==> config.mk <==
export PLATFORM = sky130hd
export DESIGN_NAME = padovan_stream_sink_flat
export DESIGN_NICKNAME = d
export VERILOG_FILES = /design/src/rtl/padovan_pkg.sv /design/src/rtl/padovan_stream_sink_if.sv /design/src/rtl/padovan_sync_fifo.sv /design/src/rtl/padovan_stream_sink.sv /design/src/flat_wrapper.sv
export SDC_FILE = /design/constraint.sdc
export NUM_CORES = 1
export LEC_CHECK = 0
export ABC_AREA = 1
export CAP_MARGIN = 25
export CORE_MARGIN = 2
export CORE_UTILIZATION = 49
export DETAILED_ROUTE_END_ITERATION = 8
export PLACE_DENSITY = 0.69
export SLEW_MARGIN = 40
export SYNTH_ARGS = -nofsm -noshare
export SYNTH_HDL_FRONTEND = slang
export SYNTH_SLANG_ARGS = --single-unit
export TNS_END_PERCENT = 100
==> constraint.sdc <==
create_clock -name clk -period 2.5 [get_ports clk]
set_input_delay 0.375 -clock clk [delete_from_list [all_inputs] [get_ports clk]]
set_output_delay 0.375 -clock clk [all_outputs]
set_load 0.005 [all_outputs]
==> src/rtl/padovan_pkg.sv <==
// Shared constants and checker state encoding for the Padovan stream sink.
package padovan_pkg;

  localparam int unsigned W_DEFAULT     = 16;
  localparam int unsigned DEPTH_DEFAULT = 8;
  localparam int unsigned DROP_CNT_W    = 8;

  typedef enum logic [1:0] {
    IDLE  = 2'd0,
    WARM  = 2'd1,
    CHECK = 2'd2,
    HALT  = 2'd3
  } state_e;

endpackage

==> src/rtl/padovan_stream_sink_if.sv <==
// Upstream term stream, downstream FIFO head and status flags of the sink.
interface padovan_stream_sink_if #(
  parameter int unsigned W = padovan_pkg::W_DEFAULT
);
  logic [W-1:0]                       in_f_n;
  logic [W-1:0]                       in_n;
  logic                               in_valid;
  logic [2*W-1:0]                     out_data;
  logic                               out_valid;
  logic                               out_ready;
  logic                               err_seq;
  logic                               err_idx;
  logic                               overflow;
  logic [padovan_pkg::DROP_CNT_W-1:0] drop_cnt;
  logic                               halted;

  modport master (
    output in_f_n, in_n, in_valid, out_ready,
    input  out_data, out_valid, err_seq, err_idx, overflow, drop_cnt, halted
  );

  modport slave (
    input  in_f_n, in_n, in_valid, out_ready,
    output out_data, out_valid, err_seq, err_idx, overflow, drop_cnt, halted
  );
endinterface

==> src/rtl/padovan_sync_fifo.sv <==
// Synchronous FIFO with a registered head and an occupancy counter 0..DEPTH.
module padovan_sync_fifo #(
  parameter int unsigned DW    = 32,
  parameter int unsigned DEPTH = 8
) (
  input  logic          clk,
  input  logic          rst,
  input  logic          push_c,
  input  logic [DW-1:0] wdata,
  input  logic          out_ready,
  output logic [DW-1:0] out_data,
  output logic          out_valid,
  output logic          drop_c
);

  localparam int unsigned AW = $clog2(DEPTH);
  localparam int unsigned CW = $clog2(DEPTH + 1);

  logic [DW-1:0] mem_q [DEPTH];
  logic [DW-1:0] mem_d [DEPTH];
  logic [AW-1:0] rd_ptr_q, rd_ptr_d;
  logic [AW-1:0] wr_ptr_q, wr_ptr_d;
  logic [CW-1:0] count_q, count_d;
  logic [DW-1:0] out_data_q, out_data_d;
  logic          out_valid_q, out_valid_d;

  logic pop_c;
  logic full_c;
  logic wr_en_c;

  assign pop_c   = out_valid_q && out_ready;
  assign full_c  = (count_q == CW'(DEPTH));
  // A full FIFO still accepts a write when the head leaves in the same cycle.
  assign wr_en_c = push_c && (!full_c || pop_c);
  assign drop_c  = push_c && !wr_en_c;

  always_comb begin
    mem_d       = mem_q;
    rd_ptr_d    = rd_ptr_q;
    wr_ptr_d    = wr_ptr_q;
    count_d     = count_q;
    out_data_d  = out_data_q;
    out_valid_d = out_valid_q;

    if (wr_en_c) begin
      mem_d[wr_ptr_q] = wdata;
      wr_ptr_d        = wr_ptr_q + AW'(1);
    end
    if (pop_c) begin
      rd_ptr_d = rd_ptr_q + AW'(1);
    end
    case ({wr_en_c, pop_c})
      2'b10:   count_d = count_q + CW'(1);
      2'b01:   count_d = count_q - CW'(1);
      default: count_d = count_q;
    endcase

    // The next head is either already stored or is the word being written now.
    out_valid_d = (count_d != '0);
    if (count_d != '0) begin
      if (wr_en_c && (rd_ptr_d == wr_ptr_q)) begin
        out_data_d = wdata;
      end else begin
        out_data_d = mem_q[rd_ptr_d];
      end
    end
  end

  always_ff @(posedge clk or negedge rst) begin
    if (!rst) begin
      mem_q       <= '{default: '0};
      rd_ptr_q    <= '0;
      wr_ptr_q    <= '0;
      count_q     <= '0;
      out_data_q  <= '0;
      out_valid_q <= 1'b0;
    end else begin
      mem_q       <= mem_d;
      rd_ptr_q    <= rd_ptr_d;
      wr_ptr_q    <= wr_ptr_d;
      count_q     <= count_d;
      out_data_q  <= out_data_d;
      out_valid_q <= out_valid_d;
    end
  end

  assign out_data  = out_data_q;
  assign out_valid = out_valid_q;

endmodule

==> src/rtl/padovan_stream_sink.sv <==
// Buffers an upstream Padovan stream in a FIFO and checks its recurrence and indices.
module padovan_stream_sink
  import padovan_pkg::*;
#(
  parameter int unsigned W     = W_DEFAULT,
  parameter int unsigned DEPTH = DEPTH_DEFAULT
) (
  input logic                 clk,
  input logic                 rst,
  padovan_stream_sink_if.slave bus
);

  state_e                state_q, state_d;
  logic                  warm_cnt_q, warm_cnt_d;
  logic [W-1:0]          t1_q, t1_d;
  logic [W-1:0]          t2_q, t2_d;
  logic [W-1:0]          t3_q, t3_d;
  logic [W-1:0]          prev_n_q, prev_n_d;
  logic                  err_seq_q, err_seq_d;
  logic                  err_idx_q, err_idx_d;
  logic                  overflow_q, overflow_d;
  logic                  halted_q, halted_d;
  logic [DROP_CNT_W-1:0] drop_cnt_q, drop_cnt_d;

  logic       push_req_c;
  logic       drop_c;
  logic [W:0] sum_c;
  logic       idx_ok_c;

  assign push_req_c = bus.in_valid && (state_q != HALT);
  assign sum_c      = {1'b0, t2_q} + {1'b0, t3_q};
  assign idx_ok_c   = (bus.in_n == prev_n_q + W'(1));

  padovan_sync_fifo #(
    .DW    (2 * W),
    .DEPTH (DEPTH)
  ) u_fifo (
    .clk       (clk),
    .rst       (rst),
    .push_c    (push_req_c),
    .wdata     ({bus.in_n, bus.in_f_n}),
    .out_ready (bus.out_ready),
    .out_data  (bus.out_data),
    .out_valid (bus.out_valid),
    .drop_c    (drop_c)
  );

  // Checker: dropped terms are still checked, only the FIFO write is lost.
  always_comb begin
    state_d    = state_q;
    warm_cnt_d = warm_cnt_q;
    t1_d       = t1_q;
    t2_d       = t2_q;
    t3_d       = t3_q;
    prev_n_d   = prev_n_q;
    err_seq_d  = err_seq_q;
    err_idx_d  = err_idx_q;
    overflow_d = overflow_q;
    drop_cnt_d = drop_cnt_q;

    case (state_q)
      IDLE: begin
        if (bus.in_valid) begin
          t1_d       = bus.in_f_n;
          prev_n_d   = bus.in_n;
          warm_cnt_d = 1'b0;
          state_d    = WARM;
        end
      end
      WARM, CHECK: begin
        if (bus.in_valid) begin
          t3_d     = t2_q;
          t2_d     = t1_q;
          t1_d     = bus.in_f_n;
          prev_n_d = bus.in_n;
          if (!idx_ok_c) begin
            err_idx_d = 1'b1;
          end
          if (state_q == CHECK) begin
            if ({1'b0, bus.in_f_n} != sum_c) begin
              err_seq_d = 1'b1;
            end
          end else begin
            warm_cnt_d = 1'b1;
            if (warm_cnt_q) begin
              state_d = CHECK;
            end
          end
        end else begin
          state_d = HALT;
        end
      end
      default: state_d = state_q;
    endcase

    if (drop_c) begin
      overflow_d = 1'b1;
      if (drop_cnt_q != '1) begin
        drop_cnt_d = drop_cnt_q + DROP_CNT_W'(1);
      end
    end

    halted_d = (state_d == HALT);
  end

  always_ff @(posedge clk or negedge rst) begin
    if (!rst) begin
      state_q    <= IDLE;
      warm_cnt_q <= 1'b0;
      t1_q       <= '0;
      t2_q       <= '0;
      t3_q       <= '0;
      prev_n_q   <= '0;
      err_seq_q  <= 1'b0;
      err_idx_q  <= 1'b0;
      overflow_q <= 1'b0;
      halted_q   <= 1'b0;
      drop_cnt_q <= '0;
    end else begin
      state_q    <= state_d;
      warm_cnt_q <= warm_cnt_d;
      t1_q       <= t1_d;
      t2_q       <= t2_d;
      t3_q       <= t3_d;
      prev_n_q   <= prev_n_d;
      err_seq_q  <= err_seq_d;
      err_idx_q  <= err_idx_d;
      overflow_q <= overflow_d;
      halted_q   <= halted_d;
      drop_cnt_q <= drop_cnt_d;
    end
  end

  assign bus.err_seq  = err_seq_q;
  assign bus.err_idx  = err_idx_q;
  assign bus.overflow = overflow_q;
  assign bus.drop_cnt = drop_cnt_q;
  assign bus.halted   = halted_q;

endmodule
==> src/flat_wrapper.sv <==
// flat-port wrapper written by rule: the top's interface ports become plain ports
module padovan_stream_sink_flat import padovan_pkg::*;
#(
  parameter int unsigned W     = W_DEFAULT,
  parameter int unsigned DEPTH = DEPTH_DEFAULT
)
  (clk, rst, bus_in_f_n, bus_in_n, bus_in_valid, bus_out_ready, bus_out_data, bus_out_valid, bus_err_seq, bus_err_idx, bus_overflow, bus_drop_cnt, bus_halted);
  padovan_stream_sink_if #(.W(W)) bus_i ();
  input logic clk;
  input logic rst;
  input wire logic [$bits(bus_i.in_f_n)-1:0] bus_in_f_n;
  input wire logic [$bits(bus_i.in_n)-1:0] bus_in_n;
  input wire logic [$bits(bus_i.in_valid)-1:0] bus_in_valid;
  input wire logic [$bits(bus_i.out_ready)-1:0] bus_out_ready;
  output wire logic [$bits(bus_i.out_data)-1:0] bus_out_data;
  output wire logic [$bits(bus_i.out_valid)-1:0] bus_out_valid;
  output wire logic [$bits(bus_i.err_seq)-1:0] bus_err_seq;
  output wire logic [$bits(bus_i.err_idx)-1:0] bus_err_idx;
  output wire logic [$bits(bus_i.overflow)-1:0] bus_overflow;
  output wire logic [$bits(bus_i.drop_cnt)-1:0] bus_drop_cnt;
  output wire logic [$bits(bus_i.halted)-1:0] bus_halted;
  assign bus_i.in_f_n = bus_in_f_n;
  assign bus_i.in_n = bus_in_n;
  assign bus_i.in_valid = bus_in_valid;
  assign bus_i.out_ready = bus_out_ready;
  assign bus_out_data = bus_i.out_data;
  assign bus_out_valid = bus_i.out_valid;
  assign bus_err_seq = bus_i.err_seq;
  assign bus_err_idx = bus_i.err_idx;
  assign bus_overflow = bus_i.overflow;
  assign bus_drop_cnt = bus_i.drop_cnt;
  assign bus_halted = bus_i.halted;
  padovan_stream_sink #(.W(W), .DEPTH(DEPTH)) u_core (.clk(clk), .rst(rst), .bus(bus_i));
endmodule
==> summary.md <==
| Metric | Value |
|---|---|
| Critical path class | flip-flop to flip-flop |
| Slew @ Worst Pin | a little under 0.6 ns |
| Core Region | 36300 sq um |
| Slew Viols, Final | 0 |
| Final RePlAce weighted congestion | around 0.89 |
| Worst setup SP type | flip-flop |
| Mapped Area | about 18000 sq um |
| Initial antenna violation count | 0 |
| Cell Rows | 70 |
| Hold slack | roughly 0.35 ns |
| Final period util | 0.977 |
| CTS tree | yes |
| Fraction of layout cells with a size suffix above 1 | 0.114 |
| Peak VDD IR | 758 uV |
| Tightest Hold Check Type | primary input to asynchronous set/reset pin |
| CTS max path bufs | 3 |
| CP max stage delay | approximately 0.41 ns |
| Clock slew at reported path FFs | ~0.060 ns |
| Setup ws final | 0.0577 ns |
| Worst EP arrival | approximately 2.9 ns |
| Htree depth | 2 |
| Number of buffers created by CTS | 40 |
| Via count | about 16000 |
| Syn Inst Count | ~2200 |
| Synth cell types | 35 |
| Detailed Place HPWL | roughly 32000 microns |
| Vias in the first global route | between 15000 and 20000 |
| Residual DRC | 0 |
| Clock Skews | about 0.019 ns |
| Pre-CTS setup slack | -0.320 ns |
| Fin crit period | ~2.4 ns |
| Final wirelength | between 50000 and 60000 microns |
| First-pass GRT wire length | 82900 microns |
| Port Buffers | 80 |
| Clock latency on the worst-skew pair | 0.55 ns |
| Sinks on Clock Net | 378 |
| Vias per cell | ~5.7 |
| Critical path buffers and inverters | 1 |
| DRT Pass-1 Iters | 6 |
| Delay-heaviest family, CP | simple AND/OR/NAND/NOR gates |
| Synth warn | 0 |
| Area grow syn2layout | 21.2% |
| CP required | approximately 3 ns |
| CP cell instances | ha_4 -> nor2_4 -> nor2_4 -> ha_4 -> nand2_2 -> nor2_2 -> a211oi_2 -> o21ai_1 -> o21ai_2 -> xor2_4 -> nand2_4 -> clkbuf_16 -> nand2_2 -> nand2_1 |
| GRT Overall Usage | 0.272 |
| Fin nets | 2386 |
| Count of maximum capacitance violations | 0 |
| Io pins | 81 |
| Sequential share of the synthesized area | 0.526 |
| Pleak | roughly 10 nW |
| Slew headroom | 0.605 |
| Hold Fails Final Rpt | 0 |
| Average routed wire per standard cell | 18.4 microns |
| Initial Util | 0.495 |
| Mapped Nets | ~2300 |
| Die X | 196 microns |
| Starting DRC count in detailed routing | around 1500 |
| Endpoints failing setup | 0 |
| Fillcell total | between 3000 and 4000 |
| Nature of the critical path endpoint | flip-flop |
| Die height | just under 200 microns |
| N_diodes | 0 |
| Root buffer cell | clkbuf_16 |
| Post-synth top area share | 0.526 |
| Pin count of the biggest net entering global routing | between 60 and 70 |
| Mean post-synth cell area | about 8 sq um |
| Top cells by area, synth | dfrtp_1 53%, o21ai_0 14%, nand2_1 12% |
| P per Cell Area | approximately 1500 nW/um^2 |
| Post-synthesis register bit count | around 380 |
| Synth area leader | dfrtp_1 |
| Die footprint | about 38000 sq um |
| Status | complete, no violations |
| CP max stage cell | dfrtp_1 |
| CP max FO | 8 |
| Final global-route overflow total | 0 |
| Post-route ant nets | 0 |
| RSZ-0062 raised after global routing | true |
| Max Freq | roughly 410 MHz |
==> worst register-to-register path, delay by kind of cell, from the launching register on <==
kind,cells,cell delay [ns]
AO/OA/AOI/OAI,3,0.46
flip-flops,1,0.41
AND/OR/NAND/NOR,7,0.59
XOR/XNOR,1,0.23
adder cells (fa/ha/maj),2,0.42
buffers and inverters,1,0.23
==> layout by cell type (no fill, tap or decap), types with 6 or more instances in the layout <==
master           Yosys  final
a21oi_1             19     19
buf_12               0     25
buf_4                0     90
clkbuf_1           111      6
clkbuf_16            0     46
clkbuf_8             0      9
clkdlybuf4s50_1      0     79
clkinv_2             0      8
dfrtp_1            378    378
ha_1                25     22
inv_1              134    132
inv_2                4      6
mux2_2              17     17
nand2_1            568    538
nand2_2              3     27
nand2_4              0      6
nand3_1             76     73
nand4_1             13     13
nor2_1             188    186
nor3_1              11     10
o211ai_1            10     10
o21ai_0            496    493
o21ai_1             11     11
o22ai_1             55     55
xnor2_1             14     14
xor2_1              27     26
==> per-layer routing <==
layer	share of wire	wire, microns	up-vias	global-route usage
li1	-	-	7501	-
met3	0.087	4500	102	0.0598
met1	0.44	22900	7744	0.382
met2	0.45	23000	592	0.424
met5	0	0	-	0
met4	0.026	1340	0	0.0823
==> final cells by class <==
type,instances,area (sq um),area share
inverter,142,534,0.0245
clock buffer,57,1200,0.0549
sequential,378,9460,0.434
tap,468,586,0.0269
clock inverter,12,149,0.00683
timing repair buffer,205,2150,0.0985
multi-input combinational,1556,7730,0.354
==> flip-flops by register name, indices dropped and copies added (netlist names), 2 cells and up <==
signal / cells
u_core.u_fifo.wr_ptr_q: 3
u_core.bus.drop_cnt: 8
u_core.t3_q: 16
u_core.u_fifo.mem_q: 256
u_core.prev_n_q: 16
u_core.u_fifo.count_q: 4
u_core.u_fifo.rd_ptr_q: 3
u_core.state_q: 2
u_core.t1_q: 16
u_core.t2_q: 16
u_core.u_fifo.out_data: 32
==> synthesized netlist by cell type, drive strengths merged <==
| cell | n |
|---|---|
| fa | 2 |
| o21bai | 1 |
| xnor2 | 14 |
| a211oi | 2 |
| o21ai | 508 |
| buf | 15 |
| dfrtp | 378 |
| o211ai | 10 |
| xnor3 | 1 |
| nand2 | 571 |
| a21oi | 20 |
| a22oi | 1 |
| nor2 | 189 |
| o22ai | 55 |
| nor3 | 12 |
| ha | 25 |
| inv | 138 |
| nand3 | 76 |
| clkinv | 4 |
| o31ai | 1 |
| clkbuf | 111 |
| nand3b | 5 |
| nand4 | 13 |
| mux2 | 17 |
| xor2 | 27 |
| a21o | 2 |
| or2 | 4 |
==> cells by family after synthesis <==
logic type | Yosys count | synth area share
AND/OR/NAND/NOR | 870 | 0.192
AO/OA/AOI/OAI | 600 | 0.174
flip-flops | 378 | 0.526
buffers and inverters | 268 | 0.0568
XOR/XNOR | 42 | 0.0212
adder cells (fa/ha/maj) | 27 | 0.0196
multiplexers | 17 | 0.0106
==> metrics by stage <==
stage | total power, W | instances | utilization | setup TNS, ns | instance area (sq um)
finish | 0.0330 | 2818 | 0.600 | 0 | 21800
detailed placement | 0.0257 | 2740 | 0.554 | -10.02 | 20100
floorplan | 0.0199 | 2202 | - | 0 | 18000
global route | 0.0357 | 2818 | 0.600 | -1.14 | 21800
CTS | 0.0320 | 2810 | 0.591 | 0 | 21500
global placement | 0.0253 | 2740 | 0.554 | -8.78 | 20100
==> what timing repair did <==
action | in CTS | in global routing
pin swaps | 0 | 12
endpoints found under the hold margin | 51 | 0
hold buffers | 1 | 0
cloned | 0 | 5
buffers inserted | 0 | 3
setup endpoints to repair | 5 | 33
gates resized for setup | 1 | 55
==> worst paths after layout <==
path                               startpoint                         end  slack [ns]  depth (start not counted)
hold / removal                            rst              u_core.t1_q[8]        0.35                          2
min in group clk           u_core.bus.err_seq          u_core.bus.err_seq        0.46                          2
setup / recovery            u_core.state_q[1]  u_core.u_fifo.out_data[26]        0.06                         14
setup reg to reg            u_core.state_q[1]  u_core.u_fifo.out_data[26]        0.06                         14
hold reg to reg            u_core.bus.err_seq          u_core.bus.err_seq        0.46                          2
max in group asynchronous                 rst     u_core.u_fifo.mem_q[61]        1.35                          3
==> power breakdown <==
group	total [W]	switching [W]	internal, W
Clock	0.00608	0.00245	0.00364
Combinational	0.0163	0.00960	0.00665
Sequential	0.0107	0.00172	0.00894
Note: power is estimated with default switching activity, not from simulation.
